[src/rtl/fpalu_accum_if.sv]
// rtl/fpalu_accum_if.sv - input beat and result handshakes of the FP accumulator
interface fpalu_accum_if #(
  parameter int CNT_W = 16
) ();
  logic             in_valid;
  logic             in_ready;
  logic [31:0]      in_data;
  logic             in_last;
  logic             out_valid;
  logic             out_ready;
  logic [31:0]      out_sum;
  logic [CNT_W-1:0] out_count;
  logic             out_inf;

  modport master (
    output in_valid, in_data, in_last, out_ready,
    input  in_ready, out_valid, out_sum, out_count, out_inf
  );

  modport slave (
    input  in_valid, in_data, in_last, out_ready,
    output in_ready, out_valid, out_sum, out_count, out_inf
  );
endinterface

[src/rtl/fpalu_accum.sv]
// rtl/fpalu_accum.sv - streaming single-precision accumulator feeding an external combinational FP adder
module fpalu_accum #(
  parameter int CNT_W = 16
) (
  input  logic                clk,
  input  logic                rst_n,
  fpalu_accum_if.slave        io,
  output logic [31:0]         add_a,
  output logic [31:0]         add_b,
  input  logic [31:0]         add_sum,
  output logic                busy
);

  typedef enum logic [1:0] {
    IDLE  = 2'd0,
    ACCUM = 2'd1,
    DONE  = 2'd2
  } state_t;

  state_t           state;
  logic [31:0]      acc;
  logic [CNT_W-1:0] count;
  logic             inf;
  logic             in_ready_q;
  logic             out_valid_q;
  logic             busy_q;

  logic             beat;
  logic             in_exp_ff;
  logic             sum_exp_ff;
  logic [CNT_W-1:0] count_inc;

  assign beat       = io.in_valid && in_ready_q;
  assign in_exp_ff  = (io.in_data[30:23] == 8'hFF);
  assign sum_exp_ff = (add_sum[30:23] == 8'hFF);
  // Saturate rather than wrap so long packets never report a small count.
  assign count_inc  = (count == {CNT_W{1'b1}}) ? count : count + 1'b1;

  assign add_a        = acc;
  assign add_b        = io.in_data;
  assign io.in_ready  = in_ready_q;
  assign io.out_valid = out_valid_q;
  assign io.out_sum   = acc;
  assign io.out_count = count;
  assign io.out_inf   = inf;
  assign busy         = busy_q;

  always_ff @(posedge clk or negedge rst_n) begin
    if (!rst_n) begin
      state       <= IDLE;
      acc         <= 32'h0;
      count       <= '0;
      inf         <= 1'b0;
      in_ready_q  <= 1'b1;
      out_valid_q <= 1'b0;
      busy_q      <= 1'b0;
    end else begin
      case (state)
        IDLE: begin
          if (beat) begin
            // First operand bypasses the adder so a lone value is returned bit-exact.
            acc    <= io.in_data;
            count  <= {{(CNT_W-1){1'b0}}, 1'b1};
            inf    <= in_exp_ff;
            busy_q <= 1'b1;
            if (io.in_last) begin
              state       <= DONE;
              in_ready_q  <= 1'b0;
              out_valid_q <= 1'b1;
            end else begin
              state <= ACCUM;
            end
          end
        end
        ACCUM: begin
          if (beat) begin
            acc   <= add_sum;
            count <= count_inc;
            inf   <= inf | in_exp_ff | sum_exp_ff;
            if (io.in_last) begin
              state       <= DONE;
              in_ready_q  <= 1'b0;
              out_valid_q <= 1'b1;
            end
          end
        end
        DONE: begin
          if (io.out_ready) begin
            state       <= IDLE;
            acc         <= 32'h0;
            count       <= '0;
            inf         <= 1'b0;
            in_ready_q  <= 1'b1;
            out_valid_q <= 1'b0;
            busy_q      <= 1'b0;
          end
        end
        default: begin
          state       <= IDLE;
          in_ready_q  <= 1'b1;
          out_valid_q <= 1'b0;
          busy_q      <= 1'b0;
        end
      endcase
    end
  end

endmodule
[src/flat_wrapper.sv]
// flat-port wrapper written by rule: the top's interface ports become plain ports
module fpalu_accum_flat 
#(
  parameter int CNT_W = 16
)
  (clk, rst_n, add_a, add_b, add_sum, busy, io_in_valid, io_in_data, io_in_last, io_out_ready, io_in_ready, io_out_valid, io_out_sum, io_out_count, io_out_inf);
  fpalu_accum_if #(.CNT_W(CNT_W)) io_i ();
  input  logic clk;
  input  logic rst_n;
  output logic [31:0] add_a;
  output logic [31:0] add_b;
  input  logic [31:0] add_sum;
  output logic busy;
  input wire logic [$bits(io_i.in_valid)-1:0] io_in_valid;
  input wire logic [$bits(io_i.in_data)-1:0] io_in_data;
  input wire logic [$bits(io_i.in_last)-1:0] io_in_last;
  input wire logic [$bits(io_i.out_ready)-1:0] io_out_ready;
  output wire logic [$bits(io_i.in_ready)-1:0] io_in_ready;
  output wire logic [$bits(io_i.out_valid)-1:0] io_out_valid;
  output wire logic [$bits(io_i.out_sum)-1:0] io_out_sum;
  output wire logic [$bits(io_i.out_count)-1:0] io_out_count;
  output wire logic [$bits(io_i.out_inf)-1:0] io_out_inf;
  assign io_i.in_valid = io_in_valid;
  assign io_i.in_data = io_in_data;
  assign io_i.in_last = io_in_last;
  assign io_i.out_ready = io_out_ready;
  assign io_in_ready = io_i.in_ready;
  assign io_out_valid = io_i.out_valid;
  assign io_out_sum = io_i.out_sum;
  assign io_out_count = io_i.out_count;
  assign io_out_inf = io_i.out_inf;
  fpalu_accum #(.CNT_W(CNT_W)) u_core (.clk(clk), .rst_n(rst_n), .io(io_i), .add_a(add_a), .add_b(add_b), .add_sum(add_sum), .busy(busy));
endmodule
[config.mk]
export PLATFORM = sky130hd
export DESIGN_NAME = fpalu_accum_flat
export DESIGN_NICKNAME = d
export VERILOG_FILES = /design/src/rtl/fpalu_accum_if.sv /design/src/rtl/fpalu_accum.sv /design/src/flat_wrapper.sv
export SDC_FILE = /design/constraint.sdc
export NUM_CORES = 1
export LEC_CHECK = 0
export BUFFER_PORTS_ARGS = -buffer_cell sky130_fd_sc_hd__buf_2
export CAP_MARGIN = 20
export CORE_ASPECT_RATIO = 2
export CORE_MARGIN = 4
export CORE_UTILIZATION = 48
export DETAILED_ROUTE_END_ITERATION = 10
export PLACE_DENSITY = 0.95
export RECOVER_POWER = 50
export SLEW_MARGIN = 20
export SYNTH_ARGS = -nofsm -noshare
export SYNTH_HDL_FRONTEND = slang
export SYNTH_SLANG_ARGS = --single-unit
[constraint.sdc]
create_clock -name clk -period 6.15 [get_ports clk]
set_clock_uncertainty 0.1 [all_clocks]
set_input_delay 1.23 -clock clk [delete_from_list [all_inputs] [get_ports clk]]
set_output_delay 1.23 -clock clk [all_outputs]
set_load 0.02 [all_outputs]
* After elaboration in Yosys (flattened, before gate mapping)
Cells that the tools add are included.
Widths: inputs -> output; s select.
** Word-level totals
- Output and inout bits :: 116
- Register bits after elaboration :: 54
- Input bits :: 69
- Word-level logic and storage cells :: 60
** Operators by class
- Equality and inequality tests :: 12
- Reductions and logical operators :: 9
- Add/sub/neg operators :: 1
- Bitwise operators :: 3
- Muxes and demuxes :: 28
** Operators with widths (number)
- $mux 32 :: 3
- $pmux 32 s3 :: 1
- $mux 16 :: 4
- $pmux 16 s3 :: 1
- $add 16x1->16 const B :: 1
- $eq 16x16->1 const B :: 1
- $eq 8x8->1 const B :: 2
- $mux 2 :: 5
- $mux 1 :: 9
- $ne 2x1->1 const B :: 4
- $reduce_and 4->1 :: 2
- $ne 2x2->1 const B :: 3
- $pmux 1 s3 :: 2
- $pmux 2 s3 :: 1
- $reduce_and 3->1 :: 2
- $reduce_and 5->1 :: 1
- $pmux 1 s2 :: 2
- $reduce_bool 3->1 :: 1
- $eq 2x1->1 const B :: 1
- $eq 2x2->1 const B :: 1
- $logic_not 2->1 :: 1
- $or 1x1->1 :: 2
- $reduce_or 2->1 :: 1
- $logic_and 1x1->1 :: 1
- $not 1->1 :: 1

* Logic depth before layout (Yosys ltp)
Gate-level depths: netlist of the first run.
- Depth in word-level cells :: 5
- Gate-level depth with buffers :: 9
- Gate-level depth less buffers :: 6

* Worst setup path before layout of the first run
No wires, ideal clock.
- Path kind :: input to output
- From :: input port io_in_data[0]
- To :: output port add_b[0]
- Stages on the path :: 1
- Slack :: 3456 ps
- Path buffers :: 1
- Data required time :: 4820 ps
- Arrival :: 1364 ps
- Cell sequence :: buf_4
** RTL lines
- start: declaration :: line flat_wrapper.sv:15 : input wire logic [$bits(io_i.in_data)-1:0] io_in_data;
- end: declaration :: line flat_wrapper.sv:11 : output logic [31:0] add_b;
No word-level cell between the ends.

==> summary.md, run 1 <==
| Metric | Value |
|---|---|
| Area of the multi-input gates | about 1300 um^2 |
| Fin crit share | 0.6055 |
| Area grow syn2layout | 18.38% |
| Setup_tns | 0 ps |
| Row count | 42 |
| Failing checks | max-capacitance violations, max-slew violations |
| Placed Area | 3740 um^2 |
| DR vias/cell | roughly 5.6 |
| Post-CTS sizing | 0 |
| Postcts setup bufs | 0 |
| Largest net degree at the start of global routing | 55 |
| Clock root buffer | clkbuf_16 |
| Worst VDD drop | 0.0003649 V |
| Top fanout value on the critical path | 54 |
| Clk_lat worst skew | 290 ps |
| CTS Sinks | 54 |
| Area share of the leading cell type in the synthesized netlist | 0.4075 |
| Clock buffer depth | 2 |
| Share of cells above drive strength 1 | 0.3283 |
| GRT Residual Overflow | 0 |
| Arr. time, crit path | 3390 ps |
| Ys flop type | dfrtp_1 |
| Mean Syn Cell Area | 9.245 um^2 |
| Iteration-0 DRC Markers | 95 |
| RSZ-0062 raised after global routing | false |
| Ant diodes | 0 |
| Status | finished with violations |
| WP data required | 5810 ps |
| Slew margin rel. | -0.9387 |
| Boundary Pins | 185 |
| Post-synth net total | 426 |
| Cell leakage power | 0.001813 uW |
| # setup viols final | 0 |
| H-tree levels | 2 |
| Clk pin slew, worst setup/hold paths | around 70 ps |
| Final wirelength | about 9200 um |
| Detail Route Antenna Nets | 0 |
| Worst-Margin Slew | 2908 ps |
| Largest family of logic cells by synthesized area | buffers and inverters |
| First-pass GRT wire length | around 14000 um |
| Simple-gate share of the synthesized area | 0.1849 |
| Post-Layout Cell Count | 554 |
| Nets | 539 |
| Fill count | 643 |
| HP Class | reg -> reg |
| Chip width | about 66 um |
| WL met3 | 694 um |
| Power per cell area | about 550 nW/um^2 |
| Hold buffers post-CTS | 0 |
| Achievable clock frequency | between 200 and 300 MHz |
| Met2 Wirelength | 4941 um |
| Vias in the first global route | 2945 |
| Yosys reg bits | 54 |
| Slowest cell on the critical path | clkbuf_1 |
| Sequential cell area | 1353 um^2 |
| CTS buffer count | 5 |
| Type of the worst setup path | in -> async |
| Max layer used | met4 |
| Crit-path cells | buf_2 -> clkbuf_1 |
| Total GRT Usage | 0.2144 |
| DRC violations left | 0 |
| Post-synthesis compound-gate area fraction | 0.1819 |
| Synth top area cells | dfrtp_1, buf_4, a221oi_1 |
| Drt first pass iters | 4 |
| Fin crit period | 3724 ps |
| FFs w/ async S/R, synth | 1.000 |
| Distinct cells, synth | 50 |
| Post-synth EDFFs | 0 |
| GPL Wtd Cong | a little under 0.9 |
| Area leader, netlist | dfrtp_1 |
| Max Cap Violations | 1 |
| Metal-1 WL | 3263 um |
| XOR/XNOR Fraction of Synth Area | 0 |
| Fin. max-slew vios | 55 |
| CORE AREA | about 6600 um^2 |
| Die area | 8241 um^2 |
| Util after Layout | 0.5818 |
| CP startpoint kind | input port |
| Synth Cell Area | 3254 um^2 |
| Post-Synth Adder-Cell Area | 0.01922 |
| Max incr delay on CP | 2040 ps |
| Buffers added on ports | between 150 and 200 |
| Final instance area | 3852 um^2 |
| Post-synthesis sequential area ratio | 0.4156 |
| CP endpoint kind | asynchronous set/reset pin |
| TritonCTS clock tree | done |
| Die Height | roughly 120 um |
| Placed cell count | 545 |
| Post-DP HPWL | 7010 um |
| Initial antenna violation count | 0 |
| Final hold vios | 0 |
| Starting Density | 0.4915 |
| Worst path top cell family by delay | buffers and inverters |
| Cells after Synth | 352 |
| WP buf/inv | 2 |
| Vias | 3120 |
| Yosys warnings | 0 |
| Multiplexer area fraction after synthesis | 0.009612 |
| DR WL/cell | between 15 and 20 um |
sequential cells by signal (all words and copies together), names as in the netlist:
name / flops
u_core.io.out_count: 16
u_core.state: 2
u_core.busy: 1
u_core.add_a: 32
u_core.io.out_inf: 1
u_core.io.in_ready: 1
u_core.io.out_valid: 1
where the power goes:
part	switching [uW]	internal [uW]	total, uW
Clock	128	193	321
Combinational	820	361	1180
Sequential	109	496	605
Total	1060	1050	2110
through the flow:
| stage | hold slack (ps) | total power [uW] | setup slack [ps] |
|---|---|---|---|
| after global placement | 371.4 | 1787 | 2972 |
| after global routing | 411.9 | 2260 | 1895 |
| after CTS | 390.9 | 2153 | 3202 |
| after floorplan | 410.0 | 1587 | 3456 |
| final | 388.3 | 2106 | 2426 |
| after detailed placement | 378.4 | 1829 | 2889 |
logic make-up (layout without fill, tap and decap cells):
group,Yosys count,in the layout
AND/OR/NAND/NOR,126,126
buffers and inverters,91,205
AO/OA/AOI/OAI,73,73
flip-flops,54,54
adder cells (fa/ha/maj),5,5
multiplexers,3,3
cells in the final DEF, fill, tap and decap left out, types with 2 or more instances in the layout:
cell	netlist	routed
a21oi_1	3	3
a221o_1	3	3
a221oi_1	32	32
a22o_1	2	2
a31oi_1	10	10
a41oi_1	4	4
and3_1	4	4
buf_2	4	130
buf_4	65	3
clkbuf_1	10	55
clkbuf_16	0	5
dfrtp_1	53	53
ha_1	5	5
inv_1	8	8
mux2i_1	2	2
nand2_1	11	11
nand2b_1	2	2
nand3_1	9	9
nand4_1	11	11
nor2_1	70	69
nor2b_1	2	2
nor3_1	4	4
nor4_1	3	3
o21a_1	2	2
o21ai_0	3	3
or3_1	3	3
final timing paths:
check / startpoint / to / slack [ps] / cells after the start
max: rst_n / u_core.io.out_count[3]$_DFFE_PN0P_ / 2430 / 2
min: u_core.io.in_ready$_DFFE_PN1P_ / u_core.io.in_ready$_DFFE_PN1P_ / 390 / 2
max reg2reg: u_core.state[1]$_DFFE_PN0P_ / u_core.io.out_count[0]$_DFFE_PN0P_ / 3320 / 7
min reg2reg: u_core.io.in_ready$_DFFE_PN1P_ / u_core.io.in_ready$_DFFE_PN1P_ / 390 / 2
max in group clk: io_in_valid / u_core.io.out_count[0]$_DFFE_PN0P_ / 3150 / 6
min in group asynchronous: rst_n / u_core.io.out_count[13]$_DFFE_PN0P_ / 1860 / 2
synthesized netlist by cell type, drive strengths merged (2+ instances only):
cell type,n
o21a,2
clkbuf,11
inv,8
dfrtp,53
nor2b,2
o21ai,4
a221o,3
a22o,2
nand3,9
mux2i,2
a21oi,4
ha,5
or3,3
buf,72
a41oi,4
nand2b,2
nand4,12
nand2,11
nor4,4
and3,4
nor3,5
nor2,70
a31oi,10
a221oi,32
metal layers:
layer | GRT usage | up-vias
li1 | - | 1442
met1 | 0.2387 | 1485
met2 | 0.3825 | 167
met3 | 0.02527 | 26
met4 | 0.1090 | 0
met5 | 0 | -
final cells by class:
class,instances,area share
inverters,8,0.007795
flip-flops and latches,54,0.3511
multi-input cells,207,0.3365
clock buffers,5,0.03248
well taps,88,0.02858
repair buffers,189,0.2322
clock inverters,3,0.01137
No activity file was read; power rests on OpenSTA's default activity.
==> inputs of run 2 (changes only) <==
--- a/config.mk
+++ b/config.mk
@@ -9,9 +9,9 @@
 export CAP_MARGIN = 20
 export CORE_ASPECT_RATIO = 2
 export CORE_MARGIN = 4
-export CORE_UTILIZATION = 48
+export CORE_UTILIZATION = 45
 export DETAILED_ROUTE_END_ITERATION = 10
-export PLACE_DENSITY = 0.95
+export PLACE_DENSITY = 0.91
 export RECOVER_POWER = 50
 export SLEW_MARGIN = 20
 export SYNTH_ARGS = -nofsm -noshare
==> constraint.sdc (replaced) <==
create_clock -name clk -period 3.7 [get_ports clk]
set_clock_uncertainty 0.1 [all_clocks]
set_input_delay 0.74 -clock clk [delete_from_list [all_inputs] [get_ports clk]]
set_output_delay 0.74 -clock clk [all_outputs]
set_load 0.02 [all_outputs]
==> summary.md, run 2 (synthesized netlist as in run 1, its figures left out) <==
| Metric | Value |
|---|---|
| Post-DP HPWL | 7491 um (+6.9%) |
| Die area | 8739 um^2 (+6.0%) |
| Boundary Pins | 185 (unchanged) |
| Clock buffer depth | 2 (unchanged) |
| Commonest non-fill, non-tap cell in the layout | buf_2 |
| Achievable clock frequency | 341.8 MHz |
| Final hold vios | 0 (unchanged) |
| Worst r2r src | u_core.state[1]$_DFFE_PN0P_ |
| Top fanout value on the critical path | 19 (-65%) |
| Worst path top cell family by delay | compound AO/OA/AOI/OAI gates |
| Sequential share of power | 0.290 (+0.003) |
| Total GRT Usage | 0.2099 (-0.004552) |
| GPL Wtd Cong | 0.8447 (-4.0%) |
| HP Start | u_core.io.in_ready$_DFFE_PN1P_ |
| Combinational share of power | 0.555 (-0.005) |
| Commonest non-fill, non-tap cells in the layout | buf_2, nor2_1, clkbuf_1 |
| RSZ-0062 raised after global routing | false |
| Clock root buffer | clkbuf_16 |
| Buffers added on ports | 184 (unchanged) |
| Clk_lat worst skew | 290 ps (about the same) |
| Setup_tns | 0 ps (unchanged) |
| # setup viols final | 0 (unchanged) |
| Fin crit share | 0.7908 |
| GRT Residual Overflow | 0 (unchanged) |
| Fin crit period | 2926 ps |
| Arr. time, crit path | 3000 ps (-390 ps) |
| WP buf/inv | 2 (unchanged) |
| Vias in the first global route | 2990 (+1.5%) |
| Share of cells above drive strength 1 | 0.3211 (-0.007205) |
| Slew margin rel. | 0.01857 (+0.9573) |
| Crit-path cells | inv_1 -> ha_1 -> a2bb2oi_1 -> or3_1 -> buf_4 -> nor3_1 -> a221o_1 |
| Placed cell count | 546 (+0.18%) |
| Worst R2R End | u_core.io.out_count[4]$_DFFE_PN0P_ |
| Ant diodes | 0 (unchanged) |
| Power per cell area | 904.9 nW/um^2 (+65%) |
| Iteration-0 DRC Markers | 166 (+75%) |
| Status | finished clean |
| CTS Sinks | 54 (unchanged) |
| Nets | 537 (-0.37%) |
| Type of the worst setup path | reg -> reg |
| Slowest cell on the critical path | or3_1 |
| Max Cap Violations | 0 (-1) |
| Final wirelength | 9524 um (+3.6%) |
| Worst VDD drop | 0.0007803 V (+110%) |
| Post-CTS sizing | 0 (unchanged) |
| Cell leakage power | 0.001787 uW (-1.4%) |
| Chip width | 68.13 um (+2.9%) |
| Detail Route Antenna Nets | 0 (unchanged) |
| Postcts setup bufs | 0 (unchanged) |
| Largest net degree at the start of global routing | 43 (-22%) |
| P_sw | 1753 uW (+66%) |
| DR vias/cell | 5.756 (+2.2%) |
| Worst-Margin Slew | 1472 ps (-1436 ps) |
| Drt first pass iters | 6 (+2) |
| Die Height | 128.3 um (+3.1%) |
| TritonCTS clock tree | done |
| DRC violations left | 0 (unchanged) |
| First-pass GRT wire length | 14060 um (-0.34%) |
| Max incr delay on CP | 610 ps (-1430 ps) |
| Reg2Reg Setup Slack | 770 ps (-2550 ps) |
| H-tree levels | 2 (unchanged) |
| CORE AREA | 6994 um^2 (+5.6%) |
| Cells on worst reg2reg path | 7 (unchanged) |
| CP startpoint kind | register |
| Internal cell power | 1719 uW (+64%) |
| Area grow syn2layout | 17.88% |
| Fin. max-slew vios | 0 (-100%) |
| CTS buffer count | 5 (unchanged) |
| Switching power share of the total | 0.5049 (+0.003449) |
| Clock power share | 0.154 (+0.002) |
| WP data required | 3770 ps (-2040 ps) |
| WHS Endpoint | u_core.io.in_ready$_DFFE_PN1P_ |
| Max reg flops | 32 (unchanged) |
| CP endpoint kind | register |
| Starting Density | 0.4653 (-0.02620) |
| Hold buffers post-CTS | 0 (unchanged) |
| Initial antenna violation count | 1 (+1) |
| Vias | 3189 (+2.2%) |
| Row count | 43 (+2.4%) |
| Clk pin slew, worst setup/hold paths | 70 ps (about the same) |
| Post-Layout Cell Count | 554 (unchanged) |
| Worst hold stages | 2 (unchanged) |
| DR WL/cell | 17.19 um (+3.6%) |
| HP Class | reg -> reg |
==> run 2: cell types whose count changed in the layout (fill, tap and decap cells not counted) <==
cell,previous run,this run
buf_4,3,2
nor2_2,1,0
clkbuf_1,55,57
clkinvlp_4,0,2
buf_2,130,127
nor2_4,0,1
buf_8,1,0
inv_6,1,0
clkbuf_2,0,1
clkinv_2,1,0
==> run 2: how the worst max path moves through the flow <==
stage	end	slack, ps	start	cells past startpoint
after floorplan	u_core.io.out_count[0]$_DFFE_PN0P_	1560	u_core.state[0]$_DFFE_PN0P_	7
after global placement	u_core.io.out_count[2]$_DFFE_PN0P_	900	u_core.state[1]$_DFFE_PN0P_	7
after detailed placement	u_core.io.out_count[4]$_DFFE_PN0P_	760	u_core.state[1]$_DFFE_PN0P_	7
after CTS	u_core.io.out_count[2]$_DFFE_PN0P_	780	u_core.state[1]$_DFFE_PN0P_	7
after global routing	u_core.io.out_count[4]$_DFFE_PN0P_	590	u_core.state[1]$_DFFE_PN0P_	7
final	u_core.io.out_count[4]$_DFFE_PN0P_	770	u_core.state[1]$_DFFE_PN0P_	7
==> run 2: layout make-up <==
type / instances / area (um^2)
fillers: 669 / 3158
flip-flops and latches: 54 / 1353
multi-input cells: 207 / 1301
repair buffers: 187 / 869.6
clock buffers: 5 / 125.1
well taps: 90 / 112.6
clock inverters: 3 / 45.04
inverters: 8 / 30.03
==> run 2: worst register-to-register path: stages, from the launching register on <==
cell and delay [ps]:
dfrtp_1 400, inv_1 110, ha_1 350, a2bb2oi_1 450, or3_1 610, buf_4 350
nor3_1 120, a221o_1 320
==> run 2: metrics by stage <==
stage               power [uW]  instance area (um^2)  worst slack, ps    util  hold slack [ps]
floorplan                 2637                  3254             1563       -            344.4
global placement          2977                  3740            898.2  0.5347            373.1
detailed placement        3036                  3740            757.8  0.5347            378.5
CTS                       3581                  3910            780.2  0.5590            361.4
global route              3726                  3836            593.6  0.5485            426.8
finish                    3471                  3836            774.2  0.5485            393.2
==> run 2: per-layer routing <==
metal | share of wire | global-route usage | routed length [um]
met4 | 0.040 | 0.1196 | 385
met5 | 0.0014 | 0 | 13
met2 | 0.55 | 0.3794 | 5242
met3 | 0.076 | 0.03158 | 720
met1 | 0.33 | 0.2179 | 3161
==> run 2: power by group through the flow <==
stage	clock, uW	combinational (uW)	sequential, uW
2_1_floorplan	0	1390	1250
3_3_place_gp	0	1990	992
3_5_place_dp	0	2020	1010
4_1_cts	553	2030	999
5_1_grt	574	2120	1040
6_report	536	1930	1010
==> inputs of run 3 (changes only) <==
--- a/config.mk
+++ b/config.mk
@@ -9,9 +9,9 @@
 export CAP_MARGIN = 20
 export CORE_ASPECT_RATIO = 2
 export CORE_MARGIN = 4
-export CORE_UTILIZATION = 45
+export CORE_UTILIZATION = 40
 export DETAILED_ROUTE_END_ITERATION = 10
-export PLACE_DENSITY = 0.91
+export PLACE_DENSITY = 0.86
 export RECOVER_POWER = 50
 export SLEW_MARGIN = 20
 export SYNTH_ARGS = -nofsm -noshare
==> constraint.sdc (replaced) <==
create_clock -name clk -period 2.5 [get_ports clk]
set_clock_uncertainty 0.1 [all_clocks]
set_input_delay 0.5 -clock clk [delete_from_list [all_inputs] [get_ports clk]]
set_output_delay 0.5 -clock clk [all_outputs]
set_load 0.02 [all_outputs]
==> summary.md, run 3 (synthesized netlist as in run 1, its figures left out) <==
| Metric | Value |
|---|---|
| Worst path top cell family by delay | simple AND/OR/NAND/NOR gates |
| Sequential cell area | 1353 um^2 (unchanged) |
| HP Class | in -> reg |
| Iteration-0 DRC Markers | 175 (+5.4%) |
| Slew margin rel. | -0.1899 (-0.2084) |
| Drt first pass iters | 5 (-1) |
| Starting Density | 0.4097 (-0.05556) |
| CP endpoint kind | register |
| Worst-Margin Slew | 1785 ps (+312.6 ps) |
| Nets | 547 (+1.9%) |
| Clk pin slew, worst setup/hold paths | 70 ps (about the same) |
| Fin crit period | 2185 ps (-740.7 ps) |
| Max reg flops | 32 (unchanged) |
| Max Cap Violations | 1 (+1) |
| Post-DP HPWL | 7946 um (+6.1%) |
| Arr. time, crit path | 2260 ps (-740 ps) |
| Crit-path cells | ha_1 -> nand4_4 -> or4_1 -> and3_1 -> o22a_1 |
| CTS buffer count | 5 (unchanged) |
| DRC violations left | 0 (unchanged) |
| Worst VDD drop | 0.0005563 V (-29%) |
| Ant diodes | 0 (unchanged) |
| Row count | 46 (+7.0%) |
| Post-CTS sizing | 0 (unchanged) |
| Power per cell area | 1336 nW/um^2 (+48%) |
| Vias | 3112 (-2.4%) |
| Top fanout value on the critical path | 9 (-10) |
| Setup_tns | 0 ps (unchanged) |
| Clock buffer depth | 2 (unchanged) |
| Grt met1 use | 0.2017 (-0.01618) |
| GPL Wtd Cong | 0.9062 (+7.3%) |
| Clock root buffer | clkbuf_16 |
| Global routing's busiest layer | met2 |
| Detail Route Antenna Nets | 0 (unchanged) |
| Initial antenna violation count | 0 (-1) |
| Cell leakage power | 0.001827 uW (+2.2%) |
| Commonest non-fill, non-tap cell in the layout | buf_2 |
| Area of the multi-input gates | 1296 um^2 (-0.39%) |
| GRT Residual Overflow | 0 (unchanged) |
| Fill count | 789 (+18%) |
| DR vias/cell | 5.460 (-5.2%) |
| CTS Sinks | 54 (unchanged) |
| CORE AREA | 7943 um^2 (+14%) |
| Die Height | 135.6 um (+5.7%) |
| GR Util met2 | 0.3786 (-0.0008224) |
| First-pass GRT wire length | 15300 um (+8.8%) |
| Slowest cell on the critical path | or4_1 |
| # setup viols final | 0 (unchanged) |
| Die area | 9731 um^2 (+11%) |
| Fin. max-slew vios | 32 (+32) |
| WP buf/inv | 0 (-2) |
| Chip width | 71.78 um (+5.4%) |
| Final hold vios | 0 (unchanged) |
| Fin crit share | 0.8741 (+0.08330) |
| Share of cells above drive strength 1 | 0.3291 (+0.007993) |
| Met3 Track Usage GR | 0.02897 (-0.002604) |
| Total Power | 5184 uW (+49%) |
| Status | finished with violations |
| Failing checks | max-capacitance violations, max-slew violations |
| Reg2Reg Setup Slack | 310 ps (-460 ps) |
| Hold buffers post-CTS | 0 (unchanged) |
| TritonCTS clock tree | done |
| Commonest non-fill, non-tap cells in the layout | buf_2, nor2_1, clkbuf_1 |
| WP data required | 2580 ps (-1190 ps) |
| Boundary Pins | 185 (unchanged) |
| CP startpoint kind | register |
| Achievable clock frequency | 457.6 MHz (+34%) |
| Vias in the first global route | 2982 (-0.27%) |
| Area grow syn2layout | 19.26% |
| H-tree levels | 2 (unchanged) |
| Total GRT Usage | 0.1994 (-0.01052) |
| DR WL/cell | 17.58 um (+2.2%) |
| Clk_lat worst skew | 290 ps (about the same) |
| RSZ-0062 raised after global routing | false |
| Max incr delay on CP | 680 ps (+70 ps) |
| Largest net degree at the start of global routing | 33 (-23%) |
| Postcts setup bufs | 0 (unchanged) |
| Type of the worst setup path | reg -> reg |
| Buffers added on ports | 184 (unchanged) |
| Final wirelength | 10020 um (+5.2%) |
-- run 3: path summary, 6_finish.rpt --
| path | startpoint | to | depth (start not counted) |
|---|---|---|---|
| max | u_core.io.out_count[0]$_DFFE_PN0P_ | u_core.io.out_count[10]$_DFFE_PN0P_ | 5 |
| max in group asynchronous | rst_n | u_core.add_a[11]$_DFFE_PN0P_ | 2 |
| min | add_sum[16] | u_core.add_a[16]$_DFFE_PN0P_ | 3 |
| min in group asynchronous | rst_n | u_core.busy$_DFFE_PN0P_ | 1 |
| max reg2reg | u_core.io.out_count[0]$_DFFE_PN0P_ | u_core.io.out_count[10]$_DFFE_PN0P_ | 5 |
| min reg2reg | u_core.io.in_ready$_DFFE_PN1P_ | u_core.io.in_ready$_DFFE_PN1P_ | 2 |
-- run 3: area by class of cell --
cell class | count | area share
Timing Repair Buffer | 197 | 0.2421
Clock buffer | 6 | 0.03320
Inverter | 8 | 0.007737
Tap cell | 96 | 0.03095
Clock inverter | 2 | 0.003546
Multi-Input combinational cell | 207 | 0.3340
Sequential cell | 54 | 0.3485
-- run 3: worst register-to-register path: cells and delay by family, from the launching register on --
kind                       cells  cell delay, ps
adders and majority gates      1             290
and+or+nand+nor                3            1040
DFF                            1             450
AOI/OAI and AO/OA              1             190
-- run 3: metrics by stage --
step / util / instance area (um^2) / hold WS (ps) / std cells / setup WS [ps]
4_1_cts: 0.4986 / 3960 / 180.0 / 570 / 313.2
3_3_place_gp: 0.4806 / 3817 / 375.5 / 562 / 397.2
5_1_grt: 0.4887 / 3881 / 375.1 / 570 / 189.3
6_report: 0.4887 / 3881 / 370.0 / 570 / 314.8
3_5_place_dp: 0.4806 / 3817 / 374.5 / 562 / 327.9
2_1_floorplan: - / 3254 / 104.4 / 352 / 362.6
-- run 3: power breakdown --
group,switching [uW],internal (uW),total (uW)
Sequential,260,1220,1480
Clock,306,372,678
Combinational,2040,983,3020
-- run 3: per-layer routing --
metal	vias to the layer above	wire [um]	part of all wire
li1	1459	-	-
met1	1477	3384	0.34
met3	23	712	0.071
met2	153	5577	0.56
met5	-	0	0
met4	0	344	0.034
